--- src/rtl/n_bit_serial_sub.sv ---
`default_nettype none
// ============================================================================
// Module      : n_bit_serial_sub
// Description : Bit-serial N-bit subtractor. Computes a - b - bin one bit per
//               clock, LSB first, through a single full-subtractor cell and a
//               borrow flop. A start/ready/done handshake allows a controller
//               to issue back-to-back operations (one every N+2 cycles).
// Revision    : 1.0 - initial release
// ============================================================================
module n_bit_serial_sub #(
    parameter int N = 8
) (
    input  logic         clk,
    input  logic         rst,
    input  logic         start,
    input  logic [N-1:0] a,
    input  logic [N-1:0] b,
    input  logic         bin,
    output logic         ready,
    output logic         done,
    output logic [N-1:0] diff,
    output logic         bout
);

    // Bit counter only needs to reach N-1; keep at least one bit for tiny N.
    localparam int CNT_W = (N > 2) ? $clog2(N) : 1;
    localparam logic [CNT_W-1:0] C_LAST_BIT = CNT_W'(N - 1);

    typedef enum logic [1:0] {
        ST_IDLE  = 2'd0,
        ST_SHIFT = 2'd1,
        ST_DONE  = 2'd2
    } state_t;

    state_t           state_q, state_d;
    logic [N-1:0]     a_sh_q,  a_sh_d;
    logic [N-1:0]     b_sh_q,  b_sh_d;
    logic [N-1:0]     res_q,   res_d;
    logic             brw_q,   brw_d;
    logic [CNT_W-1:0] cnt_q,   cnt_d;
    logic [N-1:0]     diff_q,  diff_d;
    logic             bout_q,  bout_d;
    logic             done_q,  done_d;

    // Full-subtractor cell operating on the current LSBs of the operands.
    logic         w_a0;
    logic         w_b0;
    logic         w_d_bit;
    logic         w_brw_nxt;
    logic [N-1:0] w_res_shift;

    // Single full-subtractor cell and the result register's next shift value.
    always_comb begin
        w_a0        = a_sh_q[0];
        w_b0        = b_sh_q[0];
        w_d_bit     = w_a0 ^ w_b0 ^ brw_q;
        w_brw_nxt   = (~w_a0 & w_b0) | (~(w_a0 ^ w_b0) & brw_q);
        // New difference bit enters at the MSB; after N shifts bit 0 lands at LSB.
        w_res_shift = {w_d_bit, res_q[N-1:1]};
    end

    // Next-state and datapath control: defaults hold every register.
    always_comb begin
        state_d = state_q;
        a_sh_d  = a_sh_q;
        b_sh_d  = b_sh_q;
        res_d   = res_q;
        brw_d   = brw_q;
        cnt_d   = cnt_q;
        diff_d  = diff_q;
        bout_d  = bout_q;
        done_d  = 1'b0;

        case (state_q)
            ST_IDLE: begin
                // Operands are captured here; diff/bout keep the last result.
                if (start) begin
                    a_sh_d  = a;
                    b_sh_d  = b;
                    brw_d   = bin;
                    res_d   = '0;
                    cnt_d   = '0;
                    state_d = ST_SHIFT;
                end
            end

            ST_SHIFT: begin
                a_sh_d = {1'b0, a_sh_q[N-1:1]};
                b_sh_d = {1'b0, b_sh_q[N-1:1]};
                res_d  = w_res_shift;
                brw_d  = w_brw_nxt;
                if (cnt_q == C_LAST_BIT) begin
                    // Publish the full result including the bit processed now.
                    diff_d  = w_res_shift;
                    bout_d  = w_brw_nxt;
                    done_d  = 1'b1;
                    state_d = ST_DONE;
                end else begin
                    cnt_d = cnt_q + CNT_W'(1);
                end
            end

            ST_DONE: begin
                state_d = ST_IDLE;
            end

            default: begin
                state_d = ST_IDLE;
            end
        endcase
    end

    // State and datapath registers; reset overrides everything.
    always_ff @(posedge clk) begin
        if (rst) begin
            state_q <= ST_IDLE;
            a_sh_q  <= '0;
            b_sh_q  <= '0;
            res_q   <= '0;
            brw_q   <= 1'b0;
            cnt_q   <= '0;
            diff_q  <= '0;
            bout_q  <= 1'b0;
            done_q  <= 1'b0;
        end else begin
            state_q <= state_d;
            a_sh_q  <= a_sh_d;
            b_sh_q  <= b_sh_d;
            res_q   <= res_d;
            brw_q   <= brw_d;
            cnt_q   <= cnt_d;
            diff_q  <= diff_d;
            bout_q  <= bout_d;
            done_q  <= done_d;
        end
    end

    // Ready is a pure decode of the idle state.
    always_comb begin
        ready = (state_q == ST_IDLE);
        done  = done_q;
        diff  = diff_q;
        bout  = bout_q;
    end

endmodule
`default_nettype wire
--- config.mk ---
export PLATFORM = sky130hd
export DESIGN_NAME = n_bit_serial_sub
export DESIGN_NICKNAME = d
export VERILOG_FILES = /design/src/rtl/n_bit_serial_sub.sv
export SDC_FILE = /design/constraint.sdc
export NUM_CORES = 1
export LEC_CHECK = 0
export ABC_AREA = 1
export BUFFER_PORTS_ARGS = -buffer_cell sky130_fd_sc_hd__buf_4
export CORE_ASPECT_RATIO = 1.5
export CORE_MARGIN = 2
export CORE_UTILIZATION = 54
export CTS_CLUSTER_DIAMETER = 150
export CTS_CLUSTER_SIZE = 8
export DETAILED_ROUTE_END_ITERATION = 6
export GPL_TIMING_DRIVEN = 0
export PLACE_DENSITY_LB_ADDON = 0.15
export SLEW_MARGIN = 20
export SYNTH_ARGS = -nofsm -noshare
export SYNTH_HDL_FRONTEND = slang
export SYNTH_SLANG_ARGS = --single-unit
export TNS_END_PERCENT = 20
--- constraint.sdc ---
create_clock -name clk -period 1.5 [get_ports clk]
set_input_delay 0.3 -clock clk [delete_from_list [all_inputs] [get_ports clk]]
set_output_delay 0.3 -clock clk [all_outputs]
set_load 0.01 [all_outputs]
=== After elaboration in Yosys (flattened, before gate mapping) ===
Index checks and enable logic that the tools add are counted.

* Register bits: 40
* Output and inout port bits: 11
* Logic and storage cells: 45

* Equality and inequality tests: 5
* Muxes and demuxes: 15
* Add/sub/neg operators: 1
* Bitwise logic cells: 8
* Reductions and logical operators: 7

{| class="wikitable"
|+ Operator list
! kind !! number
|-
| $pmux W8 S2 || 3
|-
| $mux W8 || 3
|-
| $mux W3 || 2
|-
| $ne A2 B2 Y1 const B || 3
|-
| $pmux W3 S2 || 1
|-
| $reduce_and A2 Y1 || 3
|-
| $mux W2 || 2
|-
| $pmux W2 S2 || 1
|-
| $add A3 B1 Y3 const B || 1
|-
| $eq A3 B3 Y1 const B || 1
|-
| $not A1 Y1 || 3
|-
| $reduce_and A3 Y1 || 1
|-
| $and A1 B1 Y1 || 2
|-
| $eq A2 B1 Y1 const B || 1
|-
| $logic_not A2 Y1 || 1
|-
| $mux W1 || 2
|-
| $pmux W1 S2 || 1
|-
| $reduce_bool A2 Y1 || 1
|-
| $reduce_or A2 Y1 || 1
|-
| $xor A1 B1 Y1 || 2
|-
| $or A1 B1 Y1 || 1
|}

=== Longest topological paths before layout ===
* Depth in word-level cells: 5
* Gate-level depth with buffers: 8

=== Worst setup path before layout ===
No wires, ideal clock.

* Kind: register -> register
* Start: register cnt_q[0]
* End: register diff_q[7], in the netlist diff[7]
* Arrival time: 1.091 ns
* Cell stages (with the launch flop): 9
* Library setup time: 0.113 ns
* Required time: 1.387 ns
* Setup slack: 0.296 ns
* Path through: dfxtp_1 ha_1 ha_1 inv_1 nor2_4 nand2_1 inv_2 nand2_1 nand2_1

* Word-level cells in the longest chain between the ends: 2

{| class="wikitable"
|+ RTL lines
! what !! line !! text
|-
| start, declared || 40 || <nowiki>logic [CNT_W-1:0] cnt_q, cnt_d;</nowiki>
|-
| start signal, assigned || 131 || <nowiki>cnt_q <= cnt_d;</nowiki>
|-
| $eq A3 B3 Y1 || 92 || <nowiki>if (cnt_q == C_LAST_BIT) begin</nowiki>
|-
| $reduce_and A2 Y1 (no line) || -- ||
|-
| end signal, assigned || 132 || <nowiki>diff_q <= diff_d;</nowiki>
|-
| end, declared || 41 || <nowiki>logic [N-1:0] diff_q, diff_d;</nowiki>
|}

No other way between the ends.
A chain may end at the register's enable or synchronous reset.

=== Final worst setup path ===
* Start: register state_q[1]
* End: output ready

* Word-level cells in the longest chain between the ends: 1

{| class="wikitable"
|+ RTL lines
! what !! line !! text
|-
| start, declared || 35 || <nowiki>state_t state_q, state_d;</nowiki>
|-
| start signal, assigned || 126 || <nowiki>state_q <= state_d;</nowiki>
|-
| $logic_not A2 Y1 || 140 || <nowiki>ready = (state_q == ST_IDLE);</nowiki>
|-
| end, declared || 19 || <nowiki>output logic ready,</nowiki>
|}

No other way between the ends.

==> flow_summary.toml <==
[status]
outcome = "finished, final reports clean"

[floorplan]
rows = 24
die_y_um = 71.91
ioPinCount = 31
start_util_pct = 57.00
die_width_um = 49.28
die_area_mm2 = 0.003543
floorplan.core_area_mm2 = 0.002913

[routing]
detail_route.wirelength_um = 3479
via_per_inst = 5.020
num_vias = 1536
drt_pre_antenna_iters = 4
final_antenna_net_count = 0
drt_iter0_drc = 29
wl_per_cell_um = 11.37
drc = 0

[logic_synthesis]
synth_top_cell_area_share_pct = 47.02
ys_async_sr_fraction_pct = 0
synth_sequential_area_ratio_pct = 47.02
avgSynthCellArea_um2 = 7.250
mappedNetlistNets = 252
synth.top_cells.by_count = "68 x sky130_fd_sc_hd__nand2_1, 52 x sky130_fd_sc_hd__nand3_1, 39 x sky130_fd_sc_hd__dfxtp_1"
post_synth_num_cell_types = 21
synth_edf_count = 0
synthesis.area_mm2 = 0.001660
netlist.top_cell.by_area = "sky130_fd_sc_hd__dfxtp_1"
synth-seq-cells = 39
synth_most_common_cell = "sky130_fd_sc_hd__nand2_1"
synth_ff_type = "sky130_fd_sc_hd__dfxtp_1"
yosysWarningCount = 0
syn-instance-count = 229
synth_top_cells_by_area = "sky130_fd_sc_hd__dfxtp_1 47%, sky130_fd_sc_hd__nand3_1 16%, sky130_fd_sc_hd__nand2_1 15%"

[sta]
hold_ws_ps = 190.2
grt_setup_unrepaired = "no"
final.min_clock_period_ps = 1385
final_min_period_over_clock_period_pct = 92.32
final_hold_viol_count = 0
slew_hr_pct = 68.18
total_negative_setup_slack_ps = 0
total_setup_violations_reported_at_the_end_of_the_flow = 0
tightest_slew_ps = 477.3
achievable_clock_frequency_mhz = 722.2
skew_ps = 4.513
timing.final.max_slew_violations = 0

[clock_network]
cts-buffers-inserted = 5
clock_tree.root_cell = "sky130_fd_sc_hd__clkbuf_8"
cts_max_path_buffers = 2
tritoncts = "done"
clk-insertion-delay-late_ps = 290
clock_tree.htree_level_count = 2
holdBufCountCts = 0
numClockSinks = 39
clk_transition_reported_paths_ps = 80

[worst_setup_path]
path_cells = "nor2_4 > buf_4 > buf_4"
critPathRequiredTime_ps = 1200
cp.buffers_inverters = 2
critPathTopFamily = "flip-flops"
cp_data_arrival_time_ps = 1080
cp_slowest_stage_delay_ps = 370
critPathCaptureType = "output pin"
path_class = "register to output pin"
worst-path-max-fanout = 10
startpoint_class = "register"
critical_path.slowest_cell = "sky130_fd_sc_hd__dfxtp_2"
crit_path_frequent_cell = "sky130_fd_sc_hd__buf_4"

[global_route]
via_count_of_the_first_global_routing_pass = 1458
grt_antenna_before_repair = 0
grt_max_degree = 14
global_route_wire_length_before_repair_um = 6223
globalRoute.totalOverflow = 0
grt_usage_pct = 22.25

[power_and_ir_drop]
internal_power_mw = 1.494
ir_worst_vdd_v = 0.0007681
leak_pwr_nw = 1.008
switching_power_uw = 520.8
power.share.switching_pct = 25.85
seq_power_share_pct = 54.3
power.density_mw_per_mm2 = 992.1
comb_power_share_pct = 11.4
share_clk_of_total_power_pct = 34.3

[layout]
final.fill_count = 277
postLayoutCellArea_mm2 = 0.002031
area_delta_synth_final_pct = 22.31
share_of_post_route_cells_with_drive_strength_above_1_pct = 20.60
antenna_cells_inserted = 0
final_nets = 289

[placed_design]
placed_area_mm2 = 0.001927
finalWeightedCongestion = 0.7487
hpwlAfterDp_um = 2486
port_buffers = 29

[min_path]
type_of_the_tightest_min_delay_check = "input port to register"

[run]
maxCapViolCount = 0
logic make-up after synthesis:
family                   share of synthesized area [%]
buffers and inverters                            9.118
AO/OA/AOI/OAI                                    4.521
adder cells (fa/ha/maj)                          2.713
flip-flops                                       47.02
AND/OR/NAND/NOR                                  36.62
layer usage:
layer | track usage [%] | share of wire, % | routed length (um) | vias up
met5 | 0 | 0 | 0 | -
met2 | 39.64 | 51 | 1783 | 34
li1 | - | - | - | 800
met1 | 25.87 | 43 | 1513 | 694
met4 | 9.524 | 1.6 | 54 | 0
met3 | 4.115 | 3.7 | 127 | 8
final cells by class:
| cell class | count | area [um^2] | area share (%) |
|---|---|---|---|
| plain buffers | 10 | 57.56 | 2.834 |
| clock buffers | 5 | 68.82 | 3.389 |
| clock inverters | 3 | 20.02 | 0.9858 |
| inverters | 25 | 93.84 | 4.621 |
| multi-input cells | 155 | 733.2 | 36.11 |
| flip-flops and latches | 39 | 783.3 | 38.57 |
| well taps | 39 | 48.80 | 2.403 |
| repair buffers | 30 | 225.2 | 11.09 |
path summary, 6_finish.rpt:
kind / from / depth (start not counted) / endpoint / slack, ps
worst max-delay path: state_q[1]$_SDFFE_PP0P_ / 3 / ready / 120
worst min-delay path: rst / 2 / res_q[1]$_SDFFE_PP0P_ / 190
worst max register to register: cnt_q[0]$_SDFFE_PP0P_ / 8 / diff[5]$_SDFFE_PP0P_ / 170
worst min register to register: res_q[1]$_SDFFE_PP0P_ / 2 / res_q[1]$_SDFFE_PP0P_ / 470
worst reg2reg max path: stages (launching register included):
cell                      delay [ps]
sky130_fd_sc_hd__dfxtp_1         360
sky130_fd_sc_hd__ha_1            150
sky130_fd_sc_hd__ha_1            170
sky130_fd_sc_hd__inv_1            90
sky130_fd_sc_hd__nor2_4          130
sky130_fd_sc_hd__nand2_1         100
sky130_fd_sc_hd__inv_2           140
sky130_fd_sc_hd__nand2_1          80
sky130_fd_sc_hd__nand2_1          50
power groups by stage:
stage | sequential, mW | clock (mW) | combinational (mW)
floorplan | 1.11 | 0 | 0.149
global placement | 1.12 | 0 | 0.224
detailed placement | 1.12 | 0 | 0.225
CTS | 1.09 | 0.705 | 0.230
global route | 1.10 | 0.742 | 0.262
finish | 1.09 | 0.691 | 0.230
state kept, by name (all words and copies together), names as in the netlist:
register and count:
a_sh_q 8, b_sh_q 8, diff 8, res_q 7
cnt_q 3, state_q 2, bout 1, brw_q 1
done 1
what timing repair did:
| action | in CTS | in global routing |
|---|---|---|
| pin swaps | 1 | 0 |
| resized for setup | 1 | 2 |
| setup endpoints to repair | 1 | 1 |
| buffers inserted | 1 | 0 |
cells in the final DEF, fill, tap and decap left out, drive strengths merged:
master / instances
a21oi: 10
buf: 37
ha: 2
nor3: 1
clkinvlp: 2
nand2: 70
fa: 1
clkinv: 2
clkbuf: 8
inv: 24
nand3: 52
o21ai: 5
nor2: 14
dfxtp: 39
per-stage QoR:
step                      util [%]  worst slack (ps)  power, mW  std cells
after floorplan                  -             296.4      1.261        229
after global placement       66.15             186.3      1.340        297
after detailed placement     66.15             179.4      1.342        297
after CTS                    69.63             21.71      2.029        306
after global routing         69.72             44.54      2.103        306
final                        69.72             115.3      2.015        306
No activity file was read; power rests on OpenSTA's default activity.
